`config.mk`:
```
export PLATFORM = sky130hd
export DESIGN_NAME = fact_seq
export DESIGN_NICKNAME = d
export VERILOG_FILES = /design/src/rtl/fact_pkg.sv /design/src/rtl/fact_mul_step.sv /design/src/rtl/fact_seq.sv
export SDC_FILE = /design/constraint.sdc
export NUM_CORES = 1
export LEC_CHECK = 0
export CORE_MARGIN = 1
export CORE_UTILIZATION = 40
export CTS_BUF_LIST = sky130_fd_sc_hd__clkbuf_8
export DETAILED_ROUTE_END_ITERATION = 8
export MAX_ROUTING_LAYER = met4
export SLEW_MARGIN = 20
export SYNTH_ARGS = -nofsm -noshare
export SYNTH_HDL_FRONTEND = slang
export SYNTH_SLANG_ARGS = --single-unit
```
`constraint.sdc`:
```
create_clock -name clk -period 11.96 [get_ports clk]
set_input_delay 2.392 -clock clk [delete_from_list [all_inputs] [get_ports clk]]
set_output_delay 2.392 -clock clk [all_outputs]
set_load 0.02 [all_outputs]
```
`src/rtl/fact_pkg.sv`:
```
// Shared types and default widths for the sequential factorial engine.
package fact_pkg;

   localparam int unsigned FACT_N_W = 4;
   localparam int unsigned FACT_Y_W = 32;

   typedef enum logic [1:0] {
      IDLE = 2'd0,
      CALC = 2'd1,
      DONE = 2'd2
   } fact_state_t;

endpackage

```
`src/rtl/fact_mul_step.sv`:
```
// One factorial step: acc * i, truncated to Y_W bits, with a flag for lost high bits.
// Kept separate so the multiplier can be swapped for a DSP-mapped implementation.
module fact_mul_step
   import fact_pkg::*;
#(
   parameter int unsigned N_W = FACT_N_W,
   parameter int unsigned Y_W = FACT_Y_W
) (
   input  logic [Y_W-1:0] acc_i,
   input  logic [N_W-1:0] mul_i,
   output logic [Y_W-1:0] prod_o,
   output logic           ovf_o
);

   logic [Y_W+N_W-1:0] full;

   always_comb begin
      full   = {{N_W{1'b0}}, acc_i} * {{Y_W{1'b0}}, mul_i};
      prod_o = full[Y_W-1:0];
      ovf_o  = |full[Y_W+N_W-1:Y_W];
   end

endmodule

```
`src/rtl/fact_seq.sv`:
```
// Sequential factorial engine: one multiply per clock under a start/done handshake.
// Define FACT_SAT_EN to saturate y to all-ones when the result overflows.
module fact_seq
   import fact_pkg::*;
#(
   parameter int unsigned N_W = FACT_N_W,
   parameter int unsigned Y_W = FACT_Y_W
) (
   input  logic           clk,
   input  logic           rst,
   input  logic           start,
   input  logic [N_W-1:0] n,
   output logic           busy,
   output logic           done,
   output logic [Y_W-1:0] y,
   output logic           ovf
);

   // One extra bit so the counter never wraps when n is at its maximum.
   localparam int unsigned I_W = N_W + 1;

   fact_state_t    state_q, state_d;
   logic [N_W-1:0] n_reg_q, n_reg_d;
   logic [Y_W-1:0] acc_q, acc_d;
   logic [Y_W-1:0] y_q, y_d;
   logic [I_W-1:0] i_q, i_d;
   logic           ovf_int_q, ovf_int_d;
   logic           ovf_q, ovf_d;
   logic [Y_W-1:0] prod;
   logic           step_ovf;

   fact_mul_step #(
      .N_W(N_W),
      .Y_W(Y_W)
   ) u_mul_step (
      .acc_i (acc_q),
      .mul_i (i_q[N_W-1:0]),
      .prod_o(prod),
      .ovf_o (step_ovf)
   );

   always_comb begin
      state_d   = state_q;
      n_reg_d   = n_reg_q;
      acc_d     = acc_q;
      i_d       = i_q;
      ovf_int_d = ovf_int_q;
      y_d       = y_q;
      ovf_d     = ovf_q;
      case (state_q)
         IDLE: begin
            if (start) begin
               n_reg_d   = n;
               acc_d     = Y_W'(1);
               i_d       = I_W'(1);
               ovf_int_d = 1'b0;
               if (n == '0) begin
                  state_d = DONE;
                  y_d     = Y_W'(1);
                  ovf_d   = 1'b0;
               end else begin
                  state_d = CALC;
               end
            end
         end
         CALC: begin
            acc_d     = prod;
            ovf_int_d = ovf_int_q | step_ovf;
            i_d       = i_q + I_W'(1);
            if (i_q == {1'b0, n_reg_q}) begin
               // y/ovf are loaded on DONE entry and held until the next DONE.
               state_d = DONE;
               ovf_d   = ovf_int_d;
`ifdef FACT_SAT_EN
               y_d     = ovf_int_d ? {Y_W{1'b1}} : prod;
`else
               y_d     = prod;
`endif
            end
         end
         DONE: begin
            state_d = IDLE;
         end
         default: begin
            state_d = IDLE;
         end
      endcase
   end

   always_ff @(posedge clk) begin
      if (rst) begin
         state_q   <= IDLE;
         n_reg_q   <= '0;
         acc_q     <= Y_W'(1);
         i_q       <= I_W'(1);
         ovf_int_q <= 1'b0;
         y_q       <= '0;
         ovf_q     <= 1'b0;
      end else begin
         state_q   <= state_d;
         n_reg_q   <= n_reg_d;
         acc_q     <= acc_d;
         i_q       <= i_d;
         ovf_int_q <= ovf_int_d;
         y_q       <= y_d;
         ovf_q     <= ovf_d;
      end
   end

   always_comb begin
      busy = (state_q != IDLE);
      done = (state_q == DONE);
      y    = y_q;
      ovf  = ovf_q;
   end

endmodule

```
==> flow_metrics.py <==
metrics = {
    "pwr": {
        "power_mw": 0.537,
        "switching_share_pct": 32.8,
        "p_comb_share_pct": 13.1,
        "pwr-share-clk_pct": 38.0,
        "power_frac_seq_pct": 48.9,
        "p_int_mw": 0.361,
        "cellPowerDensity_nw_per_um2": 68.7,
        "p_leak_nw": 3.51,
        "vdd_ir_drop_max_mv": 0.0710,
        "netSwitchingPower_mw": 0.176,
    },
    "global_routing": {
        "grt_util_met3_pct": 3.34,
        "met1_usage_pct": 28.0,
        "grt_pass1_vias": 5891,
        "grt_pass1_wl_mm": 29.4,
        "antenna_found_initial": 0,
        "grt_max_degree": 72,
        "grt_overflow": 0,
        "grt.busiest_layer": "met2",
        "track_usage_pct": 21.0,
        "grt_use_met2_pct": 33.5,
    },
    "yosys": {
        "netlist-cell-type-count": 63,
        "syn_inst": 901,
        "synth-seq-cells": 77,
        "synth-edff-count": 0,
        "ys_seq_area_share_pct": 21.9,
        "synthFlopType": "dfxtp_1",
        "synthArstFlopShare_pct": 0,
        "syn_avg_cell_area_um2": 7.81,
        "synth_fp_nets": 1009,
        "synth_largest_area_cell": "dfxtp_1",
        "netlist_area_um2": 7040,
        "yosys-top-cells-area": "dfxtp_1, fa_1, and2_1",
        "ys_warn_count": 0,
        "yosys.area.top_type_share_pct": 21.9,
    },
    "setup_path": {
        "cp.required_ns": 12.21,
        "reg2reg_slack_ns": 7.22,
        "cp_max_fo": 32,
        "worst_ep_arrival_time_ns": 4.99,
        "start_kind": "register",
        "endpoint_kind": "register",
        "crit_type": "reg2reg",
    },
    "timing": {
        "fin_setup_tns_ns": 0,
        "skew_ns": 0.0102,
        "max_freq_mhz": 211,
        "setup_viol": 0,
        "min_period_ns": 4.74,
        "grt_setup_unrepaired": "no",
        "hold_viol": 0,
        "relSlewSlack_pct": 31.1,
        "worst_pin_slew_ns": 1.03,
        "fin_crit_sh_pct": 39.7,
        "timing.hold.ws_ns": 0.458,
        "maxSlewViolCount": 0,
    },
    "flow_run": {
        "cap_violations": 0,
    },
    "clock_tree": {
        "numCtsBuffers": 9,
        "cts.reportedPaths.clkPinSlew_ns": 0.10,
        "cts.sinks": 77,
        "clk_path_buf_depth": 2,
        "cts-root-buf": "clkbuf_8",
        "clock_latency_ns": 0.39,
        "ctsResizeCount": 0,
        "htreeDepth": 3,
        "cts_tree": "built",
        "hold_buffers": 0,
        "cts_setup_buffers": 0,
    },
    "routing": {
        "wl_per_cell_um": 15.3,
        "via_count": 6012,
        "wl_mm": 17.5,
        "drt_iter0_markers": 255,
        "via_per_inst": 5.24,
        "drtAntennaViolNets": 0,
        "drtPass1Iterations": 4,
        "remaining_drc_errors": 0,
    },
    "min_path": {
        "hp-class": "reg2reg",
    },
    "die": {
        "start_util_pct": 40.8,
        "core.rowCount": 48,
        "die_height_um": 135,
        "ios": 42,
        "core_area_um2": 17200,
        "die-area_um2": 18100,
        "die_w_um": 135,
    },
    "final_layout": {
        "fillers": 1779,
        "area_delta_synth_final_pct": 11.0,
        "final_common_cell": "inv_1",
        "diodes": 0,
        "drive_gt1_share_pct": 4.12,
        "final_nets": 1026,
        "layout_common_cells": "inv_1, nand2_1, and2_1",
    },
    "placement": {
        "hpwl_mm": 12.6,
        "io_buffers": 41,
        "gp_congestion": 0.838,
    },
    "outcome": {
        "status": "completed",
    },
}
cells in the mapped netlist, types with 2 or more instances:
library cell,n
a21oi_1,76
o211ai_1,3
a31oi_1,6
o31ai_1,5
a22o_1,3
nand3_1,22
buf_1,5
o21ai_0,24
clkbuf_1,35
nor2b_1,4
and4_1,2
inv_1,123
fa_1,60
a211oi_2,4
a211o_1,2
a32oi_1,3
nand2b_1,7
xnor2_1,19
o2111ai_1,2
a221o_1,2
a21o_1,8
a32o_1,2
buf_2,2
nor3b_1,2
a211oi_1,6
mux2i_1,3
dfxtp_1,77
a22oi_1,17
nand2_1,111
nor2_1,65
xor2_1,13
o21ai_1,3
nor4_1,2
ha_1,41
nand4_1,6
nor3_1,8
and2_1,95
o21a_1,3
and3_1,6
state kept, by name, summed over array words and instances, names as in the netlist:
register   cells
ovf            1
state_q        2
n_reg_q        4
acc_q         32
ovf_int_q      1
y             32
i_q            5
power groups by stage:
stage	sequential, mW	combinational [mW]	clock (mW)
5_1_grt	0.263	0.0770	0.221
3_5_place_dp	0.269	0.0711	0
3_3_place_gp	0.269	0.0705	0
6_report	0.263	0.0702	0.204
4_1_cts	0.263	0.0711	0.211
2_1_floorplan	0.268	0.0447	0
area by class of cell:
| type | count | area (um^2) | area share [%] |
|---|---|---|---|
| multi-input cells | 657 | 4870 | 62.3 |
| flip-flops and latches | 77 | 1540 | 19.7 |
| repair buffers | 49 | 465 | 5.96 |
| inverters | 124 | 465 | 5.96 |
| well taps | 225 | 282 | 3.60 |
| clock buffers | 10 | 138 | 1.76 |
| clock inverters | 6 | 51.3 | 0.657 |
critical path: stages (launching register included):
cell and delay, ns:
dfxtp_1 0.42, buf_4 0.36, nand2_1 0.12, fa_1 0.48, inv_1 0.05, fa_1 0.53, fa_1 0.49, a211o_1 0.35
a21o_1 0.21, a211oi_2 0.36, nor2_2 0.11, nand4_1 0.10, a21oi_1 0.06, or4_1 0.54, nor4_2 0.33, o31ai_1 0.10
metrics by stage:
stage | cell area, um^2 | setup slack [ns] | cells | utilization (%)
after global routing | 7810 | 6.98 | 1148 | 45.3
final | 7810 | 7.22 | 1148 | 45.3
after CTS | 7810 | 7.21 | 1148 | 45.3
after floorplan | 7040 | 7.60 | 901 | -
after detailed placement | 7620 | 6.89 | 1132 | 44.2
after global placement | 7620 | 6.92 | 1132 | 44.2
final timing paths:
path	startpoint	to	cells past startpoint
max	i_q[1]	ovf_int_q	15
min	y[22]	y[22]	2
max reg2reg	i_q[1]	ovf_int_q	15
min reg2reg	y[22]	y[22]	2
cells by family (layout without fill, tap and decap cells):
kind of cell    Yosys count  after routing  share of synthesized area (%)
buf+inv                 167            189                           9.05
simple gates            340            340                           23.8
compound gates          180            180                           16.3
mux                       4              4                          0.587
fa+ha+maj               101            101                           24.4
xor+xnor                 32             32                           3.98
flops                    77             77                           21.9
metal layers:
metal,part of all wire [%],vias to the layer above
met2,46,114
met4,1.4,0
met5,0,-
met1,48,2909
li1,-,2975
met3,3.9,14
Note: power is estimated with default switching activity, not from simulation.
